<file path="src/rtl/loop_count_monitor_if.sv">
// -----------------------------------------------------------------------------
// loop_count_monitor_if
//   Bundles the sample stream of a loop-counter source together with the
//   status returned by the loop_count_monitor.
//
//   Parameter:
//     WIDTH     bit width of the observed counter
//
//   Signals:
//     start     one-cycle pulse that arms or re-arms the monitor
//     in_valid  in_data carries a new counter sample this cycle
//     in_data   observed counter value
//     busy      monitor armed and tracking
//     done      terminal value received cleanly (sticky until start/rst)
//     err       violation detected (sticky until start/rst)
//     err_code  0 none, 1 sequence mismatch, 2 timeout, 3 wrap-around
//     iter_cnt  accepted in-order samples, terminal included
//     expected  next value the monitor expects
//
//   Modports:
//     master    counter source side (drives the stream, reads status)
//     slave     monitor side
// -----------------------------------------------------------------------------
interface loop_count_monitor_if #(
  parameter int WIDTH = 4
);
  logic             start;
  logic             in_valid;
  logic [WIDTH-1:0] in_data;
  logic             busy;
  logic             done;
  logic             err;
  logic [1:0]       err_code;
  logic [WIDTH:0]   iter_cnt;
  logic [WIDTH-1:0] expected;

  modport master (
    output start, in_valid, in_data,
    input  busy, done, err, err_code, iter_cnt, expected
  );

  modport slave (
    input  start, in_valid, in_data,
    output busy, done, err, err_code, iter_cnt, expected
  );
endinterface

</file>
<file path="src/rtl/loop_count_monitor.sv">
// -----------------------------------------------------------------------------
// loop_count_monitor
//   Checks the sample stream of a bounded up-counting loop: samples must run
//   0, 1, 2, ... LIMIT+1 with no gaps. Reports progress, clean completion, or
//   the first violation, then holds the result until re-armed.
//
//   Parameters:
//     WIDTH    bit width of the observed counter
//     LIMIT    loop runs while count <= LIMIT; terminal sample is LIMIT+1
//     TIMEOUT  max idle cycles between samples while tracking
//              (used only when the timeout feature is compiled in)
//
//   Ports:
//     clk      rising-edge clock
//     rst      synchronous, active-high reset
//     mon      loop_count_monitor_if.slave (stream in, status out)
//
//   Build option:
//     LOOP_COUNT_MONITOR_TIMEOUT_EN  when defined, a gap counter fails the
//     check with err_code 2 if the source stalls for more than TIMEOUT
//     cycles; when undefined, the monitor waits indefinitely.
// -----------------------------------------------------------------------------
module loop_count_monitor #(
  parameter int WIDTH   = 4,
  parameter int LIMIT   = 10,
  parameter int TIMEOUT = 16
) (
  input  logic                 clk,
  input  logic                 rst,
  loop_count_monitor_if.slave  mon
);

  typedef enum logic [1:0] {
    ST_IDLE,
    ST_TRACK,
    ST_DONE,
    ST_FAIL
  } state_e;

  typedef enum logic [1:0] {
    ERR_NONE    = 2'd0,
    ERR_SEQ     = 2'd1,
    ERR_TIMEOUT = 2'd2,
    ERR_WRAP    = 2'd3
  } err_e;

  // Terminal value is compared one bit wider so that LIMIT+1 == 2^WIDTH
  // (a misconfigured LIMIT) never matches and falls through to the wrap check.
  localparam logic [WIDTH:0]   TERMINAL = (WIDTH+1)'(LIMIT + 1);
  localparam logic [WIDTH-1:0] EXP_MAX  = '1;
  localparam logic [WIDTH:0]   CNT_MAX  = '1;

  if (TIMEOUT < 1) begin : g_bad_timeout
    $error("loop_count_monitor: TIMEOUT must be at least 1");
  end

  state_e           state_q,    state_d;
  logic             busy_q,     busy_d;
  logic             done_q,     done_d;
  logic             err_q,      err_d;
  err_e             err_code_q, err_code_d;
  logic [WIDTH:0]   iter_cnt_q, iter_cnt_d;
  logic [WIDTH-1:0] expected_q, expected_d;

`ifdef LOOP_COUNT_MONITOR_TIMEOUT_EN
  localparam int GAP_W = $clog2(TIMEOUT + 1);
  localparam logic [GAP_W-1:0] GAP_LIMIT = GAP_W'(TIMEOUT);
  logic [GAP_W-1:0] gap_q, gap_d;
`endif

  always_comb begin
    // NOTE: every _d starts from its _q so no path leaves a variable
    // unassigned; without these defaults synthesis would infer latches.
    state_d    = state_q;
    done_d     = done_q;
    err_d      = err_q;
    err_code_d = err_code_q;
    iter_cnt_d = iter_cnt_q;
    expected_d = expected_q;
`ifdef LOOP_COUNT_MONITOR_TIMEOUT_EN
    gap_d      = gap_q;
`endif

    if (mon.start) begin
      // Re-arm from any state; a sample in the same cycle is dropped.
      state_d    = ST_TRACK;
      done_d     = 1'b0;
      err_d      = 1'b0;
      err_code_d = ERR_NONE;
      iter_cnt_d = '0;
      expected_d = '0;
`ifdef LOOP_COUNT_MONITOR_TIMEOUT_EN
      gap_d      = '0;
`endif
    end else if (state_q == ST_TRACK) begin
      if (mon.in_valid) begin
        if (mon.in_data == expected_q) begin
          if ({1'b0, expected_q} == TERMINAL) begin
            state_d    = ST_DONE;
            done_d     = 1'b1;
            iter_cnt_d = (iter_cnt_q == CNT_MAX) ? iter_cnt_q : iter_cnt_q + 1'b1;
          end else if (expected_q == EXP_MAX) begin
            // In-order but the next expected value cannot be represented.
            state_d    = ST_FAIL;
            err_d      = 1'b1;
            err_code_d = ERR_WRAP;
          end else begin
            expected_d = expected_q + 1'b1;
            iter_cnt_d = (iter_cnt_q == CNT_MAX) ? iter_cnt_q : iter_cnt_q + 1'b1;
`ifdef LOOP_COUNT_MONITOR_TIMEOUT_EN
            gap_d      = '0;
`endif
          end
        end else begin
          // expected/iter_cnt stay frozen at the point of failure.
          state_d    = ST_FAIL;
          err_d      = 1'b1;
          err_code_d = ERR_SEQ;
        end
      end else begin
`ifdef LOOP_COUNT_MONITOR_TIMEOUT_EN
        // A sample arriving while gap == TIMEOUT is still accepted above;
        // only a further idle cycle trips the timeout.
        if (gap_q == GAP_LIMIT) begin
          state_d    = ST_FAIL;
          err_d      = 1'b1;
          err_code_d = ERR_TIMEOUT;
        end else begin
          gap_d = gap_q + 1'b1;
        end
`endif
      end
    end

    busy_d = (state_d == ST_TRACK);
  end

  always_ff @(posedge clk) begin
    // NOTE: state updates use non-blocking assignments so every flop samples
    // the pre-edge values regardless of statement order.
    if (rst) begin
      state_q    <= ST_IDLE;
      busy_q     <= 1'b0;
      done_q     <= 1'b0;
      err_q      <= 1'b0;
      err_code_q <= ERR_NONE;
      iter_cnt_q <= '0;
      expected_q <= '0;
`ifdef LOOP_COUNT_MONITOR_TIMEOUT_EN
      gap_q      <= '0;
`endif
    end else begin
      state_q    <= state_d;
      busy_q     <= busy_d;
      done_q     <= done_d;
      err_q      <= err_d;
      err_code_q <= err_code_d;
      iter_cnt_q <= iter_cnt_d;
      expected_q <= expected_d;
`ifdef LOOP_COUNT_MONITOR_TIMEOUT_EN
      gap_q      <= gap_d;
`endif
    end
  end

  assign mon.busy     = busy_q;
  assign mon.done     = done_q;
  assign mon.err      = err_q;
  assign mon.err_code = err_code_q;
  assign mon.iter_cnt = iter_cnt_q;
  assign mon.expected = expected_q;

endmodule
</file>
<file path="src/flat_wrapper.sv">
// flat-port wrapper written by rule: the top's interface ports become plain ports
module loop_count_monitor_flat 
#(
  parameter int WIDTH   = 4,
  parameter int LIMIT   = 10,
  parameter int TIMEOUT = 16
)
  (clk, rst, mon_start, mon_in_valid, mon_in_data, mon_busy, mon_done, mon_err, mon_err_code, mon_iter_cnt, mon_expected);
  loop_count_monitor_if #(.WIDTH(WIDTH)) mon_i ();
  input  logic clk;
  input  logic rst;
  input wire logic [$bits(mon_i.start)-1:0] mon_start;
  input wire logic [$bits(mon_i.in_valid)-1:0] mon_in_valid;
  input wire logic [$bits(mon_i.in_data)-1:0] mon_in_data;
  output wire logic [$bits(mon_i.busy)-1:0] mon_busy;
  output wire logic [$bits(mon_i.done)-1:0] mon_done;
  output wire logic [$bits(mon_i.err)-1:0] mon_err;
  output wire logic [$bits(mon_i.err_code)-1:0] mon_err_code;
  output wire logic [$bits(mon_i.iter_cnt)-1:0] mon_iter_cnt;
  output wire logic [$bits(mon_i.expected)-1:0] mon_expected;
  assign mon_i.start = mon_start;
  assign mon_i.in_valid = mon_in_valid;
  assign mon_i.in_data = mon_in_data;
  assign mon_busy = mon_i.busy;
  assign mon_done = mon_i.done;
  assign mon_err = mon_i.err;
  assign mon_err_code = mon_i.err_code;
  assign mon_iter_cnt = mon_i.iter_cnt;
  assign mon_expected = mon_i.expected;
  loop_count_monitor #(.WIDTH(WIDTH), .LIMIT(LIMIT), .TIMEOUT(TIMEOUT)) u_core (.clk(clk), .rst(rst), .mon(mon_i));
endmodule
</file>
<file path="config.mk">
export PLATFORM = sky130hd
export DESIGN_NAME = loop_count_monitor_flat
export DESIGN_NICKNAME = d
export VERILOG_FILES = /design/src/rtl/loop_count_monitor_if.sv /design/src/rtl/loop_count_monitor.sv /design/src/flat_wrapper.sv
export SDC_FILE = /design/constraint.sdc
export NUM_CORES = 1
export LEC_CHECK = 0
export BUFFER_PORTS_ARGS = -buffer_cell sky130_fd_sc_hd__buf_2
export CAP_MARGIN = 20
export CORE_MARGIN = 1
export CORE_UTILIZATION = 49
export DETAILED_ROUTE_END_ITERATION = 7
export PLACE_DENSITY = 0.76
export SLEW_MARGIN = 10
export SYNTH_ARGS = -nofsm -noshare
export SYNTH_HDL_FRONTEND = slang
export SYNTH_SLANG_ARGS = --single-unit
</file>
<file path="constraint.sdc">
create_clock -name clk -period 2.48 [get_ports clk]
set_clock_uncertainty 0.2 [all_clocks]
set_input_delay 0.496 -clock clk [delete_from_list [all_inputs] [get_ports clk]]
set_output_delay 0.496 -clock clk [all_outputs]
set_load 0.05 [all_outputs]
</file>
# == Yosys cells after proc, flatten, opt, wreduce, memory -nomap -nowiden ==
# Cells that the tools add are included.
# word_totals
out_inout_bits,14
regBits,16
inputBits,8
elab_cells,40
# classes
add_sub_neg,2
n_eq_ne,9
bitwise,2
reduce_logical,5
muxes,15
# op_table
cell,count
2-bit 2-to-1 mux,9
5-bit 2-to-1 mux,3
4-bit AND reduction,3
4-bit == test (second input constant),2
5-bit by 1-bit adder with 5-bit output (second input constant),1
5-bit == test (second input constant),1
5-bit AND reduction,1
4-bit by 1-bit adder with 4-bit output (second input constant),1
2-bit by 1-bit == test with 1-bit output (second input constant),2
4-bit == test,1
2-bit inequality test (second input constant),2
1-bit 2-to-1 mux,3
2-bit by 1-bit inequality test with 1-bit output (second input constant),1
1-bit inverter,2
2-bit OR reduction,1

# == Longest topological paths before layout ==
# depth
depth_word,8
mapped_depth,6
ltp_nobuf,6

# == Worst setup path after synthesis ==
# OpenSTA, ideal clock, no wires.
# synth_path
path_type,register -> register
from,register u_core.iter_cnt_q[0] (netlist: u_core.mon.iter_cnt[0])
to,register u_core.iter_cnt_q[3] (netlist: u_core.mon.iter_cnt[3])
stages_incl_launch_ff,7
t_required_ps,2210
path_buffers,0
t_arrival_ps,2128
period_less_slack_ps,2398
path_slack_ps,82
setup_time_ps,70
cell_sequence,dfxtp_1 > ha_1 > and3_1 > ha_1 > or3_4 > or4_1 > a21oi_1
# synth_via
elab_chain_len,4
word_cells_on_any_way,5
cone_classes,add/sub: 1; eq/ne: 1; mux: 3
# synth_lines
element,line_no,source
from (decl),loop_count_monitor.sv:62,"logic [WIDTH:0] iter_cnt_q, iter_cnt_d;"
from (signal assigned),loop_count_monitor.sv:158,iter_cnt_q <= iter_cnt_d;
5-bit by 1-bit adder with 5-bit output or 5-bit == test (tied branches),"loop_count_monitor.sv:101, loop_count_monitor.sv:109",
5-bit 2-to-1 mux *,"loop_count_monitor.sv:101, loop_count_monitor.sv:109",
5-bit 2-to-1 mux,loop_count_monitor.sv:102,end else if (expected_q == EXP_MAX) begin
5-bit 2-to-1 mux *,loop_count_monitor.sv:98,"if ({1'b0, expected_q} == TERMINAL) begin"
# Every way passes the cells marked *; elsewhere a longest branch is shown, timed or not. The select of a mux whose other input is x is not followed.
# A chain may end at the register's enable or synchronous reset.

# == Final worst setup path ==
# Same ends and word-level chain as after synthesis.

==> results.md <==
- Netlist Area Pre-Place: 759 sq um
- Min Clock Period, post-route: 2.24 ns
- Die footprint: 0.00171 sq mm
- Final WL: 1590 um
- Ports: 22
- Hold-fix buffers, CTS: 0
- Most common cell after layout, fill and taps aside: buf_2
- Global-route wire length before repair: 2420 um
- HPWL after DPL: 1190 um
- Fin nets: 119
- Worst-margin pin slew: 0.406 ns
- Post-CTS Setup Bufs: 0
- Reg-to-reg startpoint: u_core.mon.iter_cnt[0]
- CTS Root Cell: clkbuf_4
- Power, Total: 0.433 mW
- # rows: 13
- Antenna viol nets, final: 0
- Layout Cells excl Fill: 122
- GRT Util Overall: 21.7%
- Req. time, crit path: 2.50 ns
- Pwr per Cell Area: 485 mW/mm^2
- CTS tree: built
- Worst Setup SP: u_core.mon.iter_cnt[0]
- Vias: 717
- Post-route setup slack: 0.239 ns
- IO buf count: 21
- DR WL/cell: 13.0 um
- Vias in the first global route: 574
- P&R area growth vs syn: 17.5%
- DR iter-0 viols: 9
- VDD IR max: 0.389 mV
- Clk_lat worst skew: 0.28 ns
- Largest net degree at the start of global routing: 13
- CTS-repair resized insts: 0
- DR vias/cell: 5.88
- Final slew viol count: 0
- Final hold violation count: 0
- Flops & latches, synth: 15
- Syn_nets: 97
- HP Class: primary input to flop
- Distinct cells, synth: 31
- GRT overflow: 0
- Max-Slew Margin vs Limit: 72.7%
- Data arrival time of the worst path: 2.27 ns
- Initial core utilization: 55.6%
- Most frequent cells in the layout: buf_2 (21), dfxtp_1 (15), a21oi_1 (11)
- Sum Neg Setup Slack: 0 ns
- Placed insts: 118
- Horiz. Die Dim: 41.4 um
- Worst Setup End Kind: flop
- # DRC: 0
- CTS max path bufs: 2
- F_max: 0.446 GHz
- CP Max Fanout: 6
- Sequential element share of the synthesized area: 39.5%
- TritonRoute pass-1 iters: 4
- Startpoint class of the critical path: flop
- Syn Area/Cell: 8.83 sq um
- Placer Congestion: 0.795
- Diode count: 0
- H-tree levels: 1
- Fin crit share: 90.4%
- Layout cells sized above 1: 29.0%
- Pre-CTS WS: 0.248 ns
- Status: completed
- Max-Cap Viols: 0
- RSZ-0062 raised after global routing: false
- Setup CP Type: flop to flop
- Leakage power: 0.381 nW
- Final setup viols: 0
- CTS clk-pin slew, worst paths: 0.09 ns
- Ys Warns: 0
- Core area: 0.00137 sq mm
- Register area: 300 sq um
- Die Y: 41.4 um
- Fill count: 117
- Initial antenna violation count: 0
- Cells after synthesis: 86
- Fin Hold WS: 0.204 ns
- Clock sink count: 15
- Worst Hold Launch: rst
- Num CTS Buffers: 3
- Multi-input logic area: 434 sq um
==> worst paths after layout <==
check | cells past startpoint | slack [ns] | end
max | 6 | 0.24 | u_core.mon.iter_cnt[3]
min | 2 | 0.20 | u_core.state_q[0]
max reg2reg | 6 | 0.24 | u_core.mon.iter_cnt[3]
min reg2reg | 2 | 0.27 | u_core.mon.done
==> synth_stat cells <==
master,count,area (sq um)
buf_4,1,7.51
a311oi_1,1,8.76
ha_1,3,37.5
o31ai_1,2,15.0
nor4b_1,1,8.76
or3_2,1,7.51
a31oi_1,1,6.26
or3_1,2,12.5
nor2_1,6,22.5
a41o_1,1,10.0
nand3_1,5,25.0
buf_2,2,10.0
and4_1,1,8.76
or4_1,2,15.0
o31a_1,1,8.76
nor3_1,4,20.0
and3_4,1,11.3
a211oi_1,1,7.51
clkbuf_1,2,7.51
and3_1,1,6.26
or3_4,1,11.3
and2_1,1,6.26
and3b_2,1,10.0
nand4_1,2,12.5
dfxtp_1,15,300
xnor2_1,4,35.0
o21ai_0,7,35.0
a21oi_1,11,55.1
or2_2,1,6.26
nand3b_4,1,20.0
nand2_1,3,11.3
==> critical path: stages, from the launching register on <==
cell and delay [ns]:
dfxtp_1 0.35, ha_1 0.24, and3_1 0.19, ha_1 0.19
or3_4 0.41, or4_1 0.47, a21oi_1 0.14
==> metrics by stage <==
stage,cell area [sq um],util [%]
3_5_place_dp,866,63.4
6_report,892,65.3
2_1_floorplan,759,-
3_3_place_gp,866,63.4
4_1_cts,892,65.3
5_1_grt,892,65.3
==> sequential cells by signal (all words and copies together) (netlist names) <==
| name | flops |
|---|---|
| u_core.mon.iter_cnt | 5 |
| u_core.mon.err_code | 2 |
| u_core.mon.busy | 1 |
| u_core.mon.expected | 4 |
| u_core.mon.done | 1 |
| u_core.state_q | 2 |
==> metal layers <==
layer / GRT usage (%) / share of wire (%)
met1: 26.6 / 47
met2: 38.3 / 48
met3: 3.19 / 3.7
met4: 7.26 / 1.1
met5: 0 / 0
==> power breakdown <==
group	switching [mW]	internal [mW]	leakage, nW
clock	0.0780	0.0625	0.0150
combinational	0.0290	0.0165	0.244
sequential	0.00277	0.244	0.122
total	0.110	0.323	0.381
==> area by class of cell <==
class / instances / share of cell area, %
Timing Repair Buffer: 22 / 12.6
Clock buffer: 4 / 2.95
Multi-Input combinational cell: 66 / 48.7
Tap cell: 15 / 2.10
Sequential cell: 15 / 33.7
==> cells by family (layout without fill, tap and decap cells) <==
| logic type | Yosys count | count (layout) | synth area share (%) |
|---|---|---|---|
| fa+ha+maj | 3 | 3 | 4.94 |
| compound gates | 25 | 25 | 19.3 |
| flops | 15 | 15 | 39.5 |
| xor+xnor | 4 | 4 | 4.61 |
| simple gates | 34 | 34 | 28.3 |
| buf+inv | 5 | 26 | 3.30 |
Power figures use the tool's default switching activity.
